### config.mk
export PLATFORM = sky130hd
export DESIGN_NAME = music_sequencer
export DESIGN_NICKNAME = d
export VERILOG_FILES = /design/src/rtl/music_sequencer_pkg.sv /design/src/rtl/music_sequencer_tick.sv /design/src/rtl/music_sequencer.sv
export SDC_FILE = /design/constraint.sdc
export NUM_CORES = 1
export LEC_CHECK = 0
export ABC_AREA = 1
export ABC_CLOCK_PERIOD_IN_PS = 2200
export CAP_MARGIN = 30
export CORE_MARGIN = 8
export CORE_UTILIZATION = 50
export CTS_CLUSTER_SIZE = 24
export DETAILED_ROUTE_END_ITERATION = 7
export HOLD_SLACK_MARGIN = 0.05
export PLACE_DENSITY_LB_ADDON = 0.12
export RECOVER_POWER = 25
export SYNTH_ARGS = -nofsm -noshare
export SYNTH_HDL_FRONTEND = slang
export SYNTH_SLANG_ARGS = --single-unit
export TNS_END_PERCENT = 50
### constraint.sdc
create_clock -name clk -period 2.2 [get_ports clk]
set_clock_uncertainty 0.2 [all_clocks]
set_input_delay 0.55 -clock clk [delete_from_list [all_inputs] [get_ports clk]]
set_output_delay 0.55 -clock clk [all_outputs]
set_load 0.02 [all_outputs]
### src/rtl/music_sequencer_pkg.sv
// Shared types and constants for the music sequencer.
// Holds the FSM state encoding, silence tone and default song lengths.
package music_sequencer_pkg;

    typedef enum logic [1:0] {
        IDLE     = 2'd0,
        PLAY_BG  = 2'd1,
        PLAY_JGL = 2'd2,
        PAUSE    = 2'd3
    } seq_state_t;

    localparam logic [31:0] SILENCE     = 32'd20000;
    localparam int          LEN_BG_DEF  = 256;
    localparam int          LEN_JGL_DEF = 64;

endpackage

### src/rtl/music_sequencer_tick.sv
// Beat divider: counts clocks while enabled and flags the last one.
// Holds its count while disabled so a paused beat resumes where it left off.
module beat_tick_gen #(
    parameter int BEAT_DIV = 12_500_000
) (
    input  logic clk,
    input  logic rst,
    input  logic en,
    input  logic clr,
    output logic tick
);

    localparam int CW = (BEAT_DIV > 1) ? $clog2(BEAT_DIV) : 1;
    localparam logic [CW-1:0] CNT_MAX = CW'(BEAT_DIV - 1);

    logic [CW-1:0] div_cnt;

    assign tick = en && (div_cnt == CNT_MAX);

    // Divider counter: clear on request, wrap at the last clock of a beat.
    always_ff @(posedge clk) begin
        if (rst || clr) begin
            div_cnt <= '0;
        end else if (en) begin
            if (div_cnt == CNT_MAX) begin
                div_cnt <= '0;
            end else begin
                div_cnt <= div_cnt + 1'b1;
            end
        end
    end

endmodule

### src/rtl/music_sequencer.sv
// Background song / one-shot jingle sequencer with pause.
// Drives the song ROM index and registers the resulting tone.
module music_sequencer
    import music_sequencer_pkg::*;
#(
    parameter int BEAT_DIV = 12_500_000,
    parameter int LEN_BG   = LEN_BG_DEF,
    parameter int LEN_JGL  = LEN_JGL_DEF
) (
    input  logic        clk,
    input  logic        rst,
    input  logic        bg_en,
    input  logic        jingle_req,
    input  logic        pause,
    input  logic [31:0] tone_in,
    output logic [8:0]  beat_num,
    output logic        song_sel,
    output logic [31:0] tone,
    output logic        busy,
    output logic        jingle_done
);

    localparam logic [8:0] BG_LAST  = 9'(LEN_BG - 1);
    localparam logic [8:0] JGL_LAST = 9'(LEN_JGL - 1);

    seq_state_t state, state_n;
    seq_state_t ret_state, ret_n;
    logic [8:0] beat_n;
    logic [8:0] bg_save, save_n;
    logic       done_n;
    logic       playing;
    logic       en;
    logic       clr;
    logic       tick;

    assign playing  = (state == PLAY_BG) || (state == PLAY_JGL);
    assign busy     = (state != IDLE);
    assign song_sel = (state == PLAY_JGL) ||
                      ((state == PAUSE) && (ret_state == PLAY_JGL));

    beat_tick_gen #(
        .BEAT_DIV(BEAT_DIV)
    ) u_tick (
        .clk (clk),
        .rst (rst),
        .en  (en),
        .clr (clr),
        .tick(tick)
    );

    // State, index and output registers; reset wins over everything.
    always_ff @(posedge clk) begin
        if (rst) begin
            state       <= IDLE;
            ret_state   <= IDLE;
            beat_num    <= '0;
            bg_save     <= '0;
            tone        <= SILENCE;
            jingle_done <= 1'b0;
        end else begin
            state       <= state_n;
            ret_state   <= ret_n;
            beat_num    <= beat_n;
            bg_save     <= save_n;
            tone        <= playing ? tone_in : SILENCE;
            jingle_done <= done_n;
        end
    end

    // Next-state logic: song selection, preemption, pause and beat stepping.
    always_comb begin
        state_n = state;
        ret_n   = ret_state;
        beat_n  = beat_num;
        save_n  = bg_save;
        done_n  = 1'b0;
        clr     = 1'b0;
        en      = playing && !pause;
        unique case (state)
            IDLE: begin
                clr    = 1'b1;
                beat_n = '0;
                if (jingle_req) begin
                    state_n = PLAY_JGL;
                    save_n  = '0;
                end else if (bg_en) begin
                    state_n = PLAY_BG;
                end
            end
            PLAY_BG: begin
                if (!bg_en) begin
                    state_n = IDLE;
                    beat_n  = '0;
                end else if (pause) begin
                    state_n = PAUSE;
                    ret_n   = PLAY_BG;
                end else if (jingle_req) begin
                    save_n  = beat_num;
                    state_n = PLAY_JGL;
                    beat_n  = '0;
                    clr     = 1'b1;
                end else if (tick) begin
                    beat_n = (beat_num == BG_LAST) ? 9'd0 : beat_num + 9'd1;
                end
            end
            PLAY_JGL: begin
                if (pause) begin
                    state_n = PAUSE;
                    ret_n   = PLAY_JGL;
                end else if (tick) begin
                    if (beat_num == JGL_LAST) begin
                        done_n = 1'b1;
                        if (bg_en) begin
                            state_n = PLAY_BG;
                            beat_n  = bg_save;
                        end else begin
                            state_n = IDLE;
                            beat_n  = '0;
                        end
                    end else begin
                        beat_n = beat_num + 9'd1;
                    end
                end
            end
            PAUSE: begin
                if ((ret_state == PLAY_BG) && !bg_en) begin
                    state_n = IDLE;
                    beat_n  = '0;
                end else if (!pause) begin
                    state_n = ret_state;
                end
            end
            default: begin
                state_n = IDLE;
                beat_n  = '0;
            end
        endcase
    end

endmodule

Word-level counts from Yosys, hierarchy flattened. Index checks and enable logic that the tools add are counted.

Flip-flop bits (word level): 79. Bits in latches: 0. Memories: 0. Memory bits (writable): 0. Bits in read-only memories: 0. Output and inout port bits: 44.

$lt $le $gt $ge: 0. $mul: 0. Reductions and logical operators: 19. Equal/unequal tests: 24. $add $sub $neg: 2. Divide/modulo/power cells: 0. Bitwise operators: 3. Shifts and indexed selects: 0. Mux-type cells: 38.

Operators by type and width (count): two-way mux 9 bit (14); one-hot mux 9 bit (4 select lines) (1); two-way mux 2 bit (13); adder 24 x 1 -> 24 bit, second input constant (1); == test 24 bit, second input constant (1); two-way mux 24 bit (1); one-hot mux 9 bit (2 select lines) (1); != test 2 bit, second input constant (8); AND reduction 5 bit (3); adder 9 x 1 -> 9 bit, second input constant (1); == test 9 x 6 -> 1 bit, second input constant (1); == test 9 x 8 -> 1 bit, second input constant (1); != test 3 bit, second input constant (3); != test 4 bit, second input constant (2); one-hot mux 2 bit (4 select lines) (1); == test 2 bit, second input constant (3); != test 3 x 2 -> 1 bit, second input constant (2); nonzero test 2 bit (3); two-way mux 1 bit (5); == test 2 x 1 -> 1 bit, second input constant (2); logical AND 1 bit (4); one-hot mux 2 bit (2 select lines) (1); AND reduction 4 bit (1); OR reduction 4 bit (1); other kinds (7) (12).

Logic depth before layout (Yosys ltp).
Depth in word-level cells: 9. Depth in mapped cells: 13. Mapped depth without buffers: 13.

Cells and area by module. From an unflattened synthesis, not the netlist that was laid out.

Cell total of the unflattened synthesis: 533. Area, all modules: 3753.6 µm².

By module, submodules not included: music_sequencer (times used 1, cells an instance 335, area an instance 2391.0 µm²); beat_tick_gen (times used 1, cells an instance 198, area an instance 1362.6 µm²).

Worst setup path before layout. Ideal clock, no wire load.

Path kind: reg2reg. From: register beat_num[0]. To: register beat_num[8]. Data required time: 1.928 ns. Cell stages (with the launch flop): 12. Path slack: 0.124 ns. Data arrival time: 1.804 ns. Cells stage by stage: dfxtp_1 ha_1 nand2_1 nor2_2 nand3_1 nor2_1 ha_1 nand2_1 nand2_1 o21ai_0 nand2_1 a21oi_1.

Longest elaborated chain between the ends: 7. Elaborated cells on any way between the ends: 12. Classes of those cells: add/sub: 1; eq/ne: 2; mux: 9.

Ends and longest elaborated chain: from (decl) (line music_sequencer.sv:16) `output logic [8:0] beat_num,`; from (signal assigned) (line music_sequencer.sv:63) `beat_num <= beat_n;`; adder 9 x 1 -> 9 bit / == test 9 x 8 -> 1 bit (equally long branches) (line music_sequencer.sv:103, music_sequencer.sv:121); two-way mux 9 bit (line music_sequencer.sv:103) `beat_n = (beat_num == BG_LAST) ? 9'd0 : beat_num + 9'd1;`; two-way mux 9 bit (line music_sequencer.sv:102) `end else if (tick) begin`; two-way mux 9 bit (line music_sequencer.sv:97) `end else if (jingle_req) begin`; two-way mux 9 bit (line music_sequencer.sv:94) `end else if (pause) begin`; two-way mux 9 bit (line music_sequencer.sv:91) `if (!bg_en) begin`; one-hot mux 9 bit (4 select lines) * (line music_sequencer.sv:79) `unique case (state)`.

Every way passes the cells marked *; elsewhere a longest branch is shown, timed or not. The select of a mux whose other input is x is not followed. A chain may end at the register's enable or synchronous reset.

Worst setup path after layout.
From: register beat_num[8]. To: output beat_num[8].

No word-level cell between the ends.

==> run_results.csv <==
group,metric,value,unit
timing,drv_slew,0,
critical_path,r2r.worst_path.cells,14,
global_routing,grt_usage,19.2,%
floorplanning,core_area,7180,µm²
yosys,yosys_warnings,0,
placed_design,dp_cells,725,
layout,layout.nets,685,
yosys,synth_cells,515,
yosys,synth_ff_type,"dfxtp_1",
cts,postCtsHoldBufs,0,
yosys,synth-seq-cells,79,
timing,setup_slack,0.0628,ns
cts,cts_buffers,9,
detailed_routing,dr.pass1.iters,4,
placed_design,gp_congestion,0.912,
timing,setup_viol_count_final,0,
timing,rsz0062_at_grt,"true",
yosys,ys_types,38,
timing,tightest_slew,0.536,ns
placed_design,port-buffer-count,80,
global_routing,gr-max-usage-layer,"met2",
critical_path,crit_start,"beat_num[8]$_SDFFE_PP0P_",
timing,max_clock_freq,0.468,GHz
layout,antenna_cells,0,
critical_path,crit_family,"buffers and inverters",
critical_path,crit_path_max_fanout,5,
hold_path,hold_class,"flop to flop",
detailed_routing,drt-wirelength-per-cell,12.5,µm
cts,clk_pin_slew,0.07,ns
yosys,synth_nets,560,
timing,hold_viol,0,
yosys,synthXorXnorAreaFrac,1.92,%
layout,fin_cells,743,
floorplanning,row_count,31,
critical_path,critPathMaxStageDelay,0.64,ns
yosys,synthArstFlopShare,0,%
job,maxCapViolCount,0,
yosys,yosysTopAreaCell,"dfxtp_1",
timing,post-route-period-util,97.1,%
yosys,yosysTopAreaCellShare,43.3,%
detailed_routing,post_drt_via_cell_ratio,4.76,
critical_path,crit_path_end,"beat_num[8]",
cts,cts_tree,"done",
run_status,status,"finished, final reports clean",
yosys,muxShareOfSynthArea,0,%
yosys,synth_top_family_by_area,"simple AND/OR/NAND/NOR gates",
yosys,synth_area_leaders,"dfxtp_1, nand2_1, nor2_1",
timing,min_period,2.14,ns
yosys,synthAdderAreaFrac,2.74,%
critical_path,timing.rr.end,"beat_num[1]$_SDFFE_PP0P_",
critical_path,cp_num_cells,1,
global_routing,use_met3,10.2,%
global_routing,grt_max_degree,24,
critical_path,crit_required,1.45,ns
yosys,ys_seq_area_share,43.3,%
critical_path,crit_chain,"clkdlybuf4s50_1",
power_and_ir_drop,power_density,957,nW/µm²
power_and_ir_drop,total_power,4890,µW
critical_path,r2r_start,"beat_num[0]$_SDFFE_PP0P_",
global_routing,grt_pass1_wl,15800,µm
detailed_routing,drt_iter0_drc,161,
detailed_routing,drt_wl_total,9310,µm
global_routing,grt_pass1_vias,3491,
floorplanning,die_h,101,µm
layout,fin_area,5110,µm²
yosys,synth-edff-count,0,
critical_path,ff2ff_setup_slack,0.13,ns
layout,layout_common_cells,"nand2_1, nor2_1, dfxtp_1",
placed_design,post_dp_cell_area,4840,µm²
floorplanning,num_io_pins,81,
critical_path,worstSetupStartpointType,"flop",
layout,multi_input_area,1760,µm²
global_routing,grt_antenna_before_repair,0,
cts,cts-root-buf,"clkbuf_8",
critical_path,critPathBufInv,1,
cts,clock_latency,0.35,ns
detailed_routing,via_count,3537,
placed_design,pre_cts_ws,-0.198,ns
critical_path,cp_slowest_cell,"clkdlybuf4s50_1",
global_routing,met2_usage,29.8,%
global_routing,gr-total-overflow,0,
critical_path,crit_path_end_kind,"primary output",
timing,hold_slack,0.264,ns
layout,n_fill_cell,574,
placed_design,hpwl,7080,µm
detailed_routing,ant_nets,0,
yosys,synth_compound_area_share,9.36,%
floorplanning,die_width,101,µm
layout,drive_above_1_share,16.5,%
cts,clk_path_buf_depth,2,
power_and_ir_drop,ir_drop,0.682,mV
power_and_ir_drop,p_leak,0.00216,µW
timing,max_slew_margin,64.3,%
critical_path,criticalPathCategory,"flop to primary output",
cts,cts.sinks,79,
layout,regArea,1580,µm²
floorplanning,dieArea,10300,µm²
layout,layout_commonest_cell,"nand2_1",
critical_path,crit_arrival,1.39,ns
global_routing,gr-usage-met1,21.8,%
yosys,syn_area,3650,µm²
layout,synthToLayoutAreaGrowth,40.0,%
cts,htreeDepth,3,
yosys,yosys.area_share.simple,32.7,%
yosys,synth_area_per_cell,7.08,µm²
floorplanning,start_util,50.8,%
detailed_routing,drcViolationCount,0,
-- logic make-up after synthesis --
family | count (synthesis)
buffers and inverters | 93
XOR/XNOR | 8
AO/OA/AOI/OAI | 59
AND/OR/NAND/NOR | 268
flip-flops | 79
adder cells (fa/ha/maj) | 8
-- report_power, final --
group / internal, µW / total [µW] / switching [µW]
logic: 806 / 1900 / 1090
clock network: 758 / 1310 / 553
registers: 1620 / 1680 / 64.7
total: 3180 / 4890 / 1710
-- synthesized netlist by cell type (2+ instances only) --
cell and instances:
xor2_1 5, xnor2_1 3, nor2_1 86, clkbuf_1 7
o21ai_1 4, nor2_4 2, ha_1 8, o22ai_1 2
inv_2 8, inv_1 75, nand4_1 8, nand2_2 3
o21ai_0 13, or2_2 6, a21oi_2 3, nor2_2 8
a21oi_1 26, nor3_1 9, nand2_4 4, nand2_1 118
nand3_1 17, o21bai_1 2, o21a_1 5, dfxtp_1 79
-- metal layers --
layer / up-vias / wire length, µm
met4: 0 / 158
met3: 12 / 1040
met1: 1579 / 4000
met2: 104 / 4120
met5: - / 0
li1: 1842 / -
-- flip-flops by register name (all words and copies together), names as in the netlist --
name	count
state	2
u_tick.div_cnt	24
ret_state	2
jingle_done	1
bg_save	9
tone	32
beat_num	9
-- stage by stage --
stage	setup TNS [ns]	utilization, %
after floorplan	0	-
after global placement	-3.15	67.5
after detailed placement	-3.76	67.5
after CTS	-0.0594	70.8
after global routing	-0.0390	71.2
final	0	71.2
-- cell type report --
cell class	count	share of cell area, %
clock buffer	9	2.43
clock inverter	6	2.28
inverter	83	6.10
multi-input combinational	343	34.4
sequential	79	31.0
tap	99	2.43
timing repair buffer	124	21.4
-- worst min path at each step --
stage                                  startpoint                      end  slack (ns)  cells past startpoint
after floorplan           bg_save[0]$_SDFFE_PP0P_  bg_save[0]$_SDFFE_PP0P_        0.24                      2
after global placement    bg_save[3]$_SDFFE_PP0P_  bg_save[3]$_SDFFE_PP0P_        0.25                      2
after detailed placement  bg_save[6]$_SDFFE_PP0P_  bg_save[6]$_SDFFE_PP0P_        0.25                      2
after CTS                 bg_save[6]$_SDFFE_PP0P_  bg_save[6]$_SDFFE_PP0P_        0.27                      2
after global routing      bg_save[5]$_SDFFE_PP0P_  bg_save[5]$_SDFFE_PP0P_        0.28                      2
final                     bg_save[6]$_SDFFE_PP0P_  bg_save[6]$_SDFFE_PP0P_        0.26                      2
-- what timing repair did --
action,CTS,global route
buffers inserted,0,3
endpoints found under the setup margin,3,20
pin swaps,0,3
gates cloned,0,0
resized for setup,6,20
Note: power is estimated with default switching activity, not from simulation.
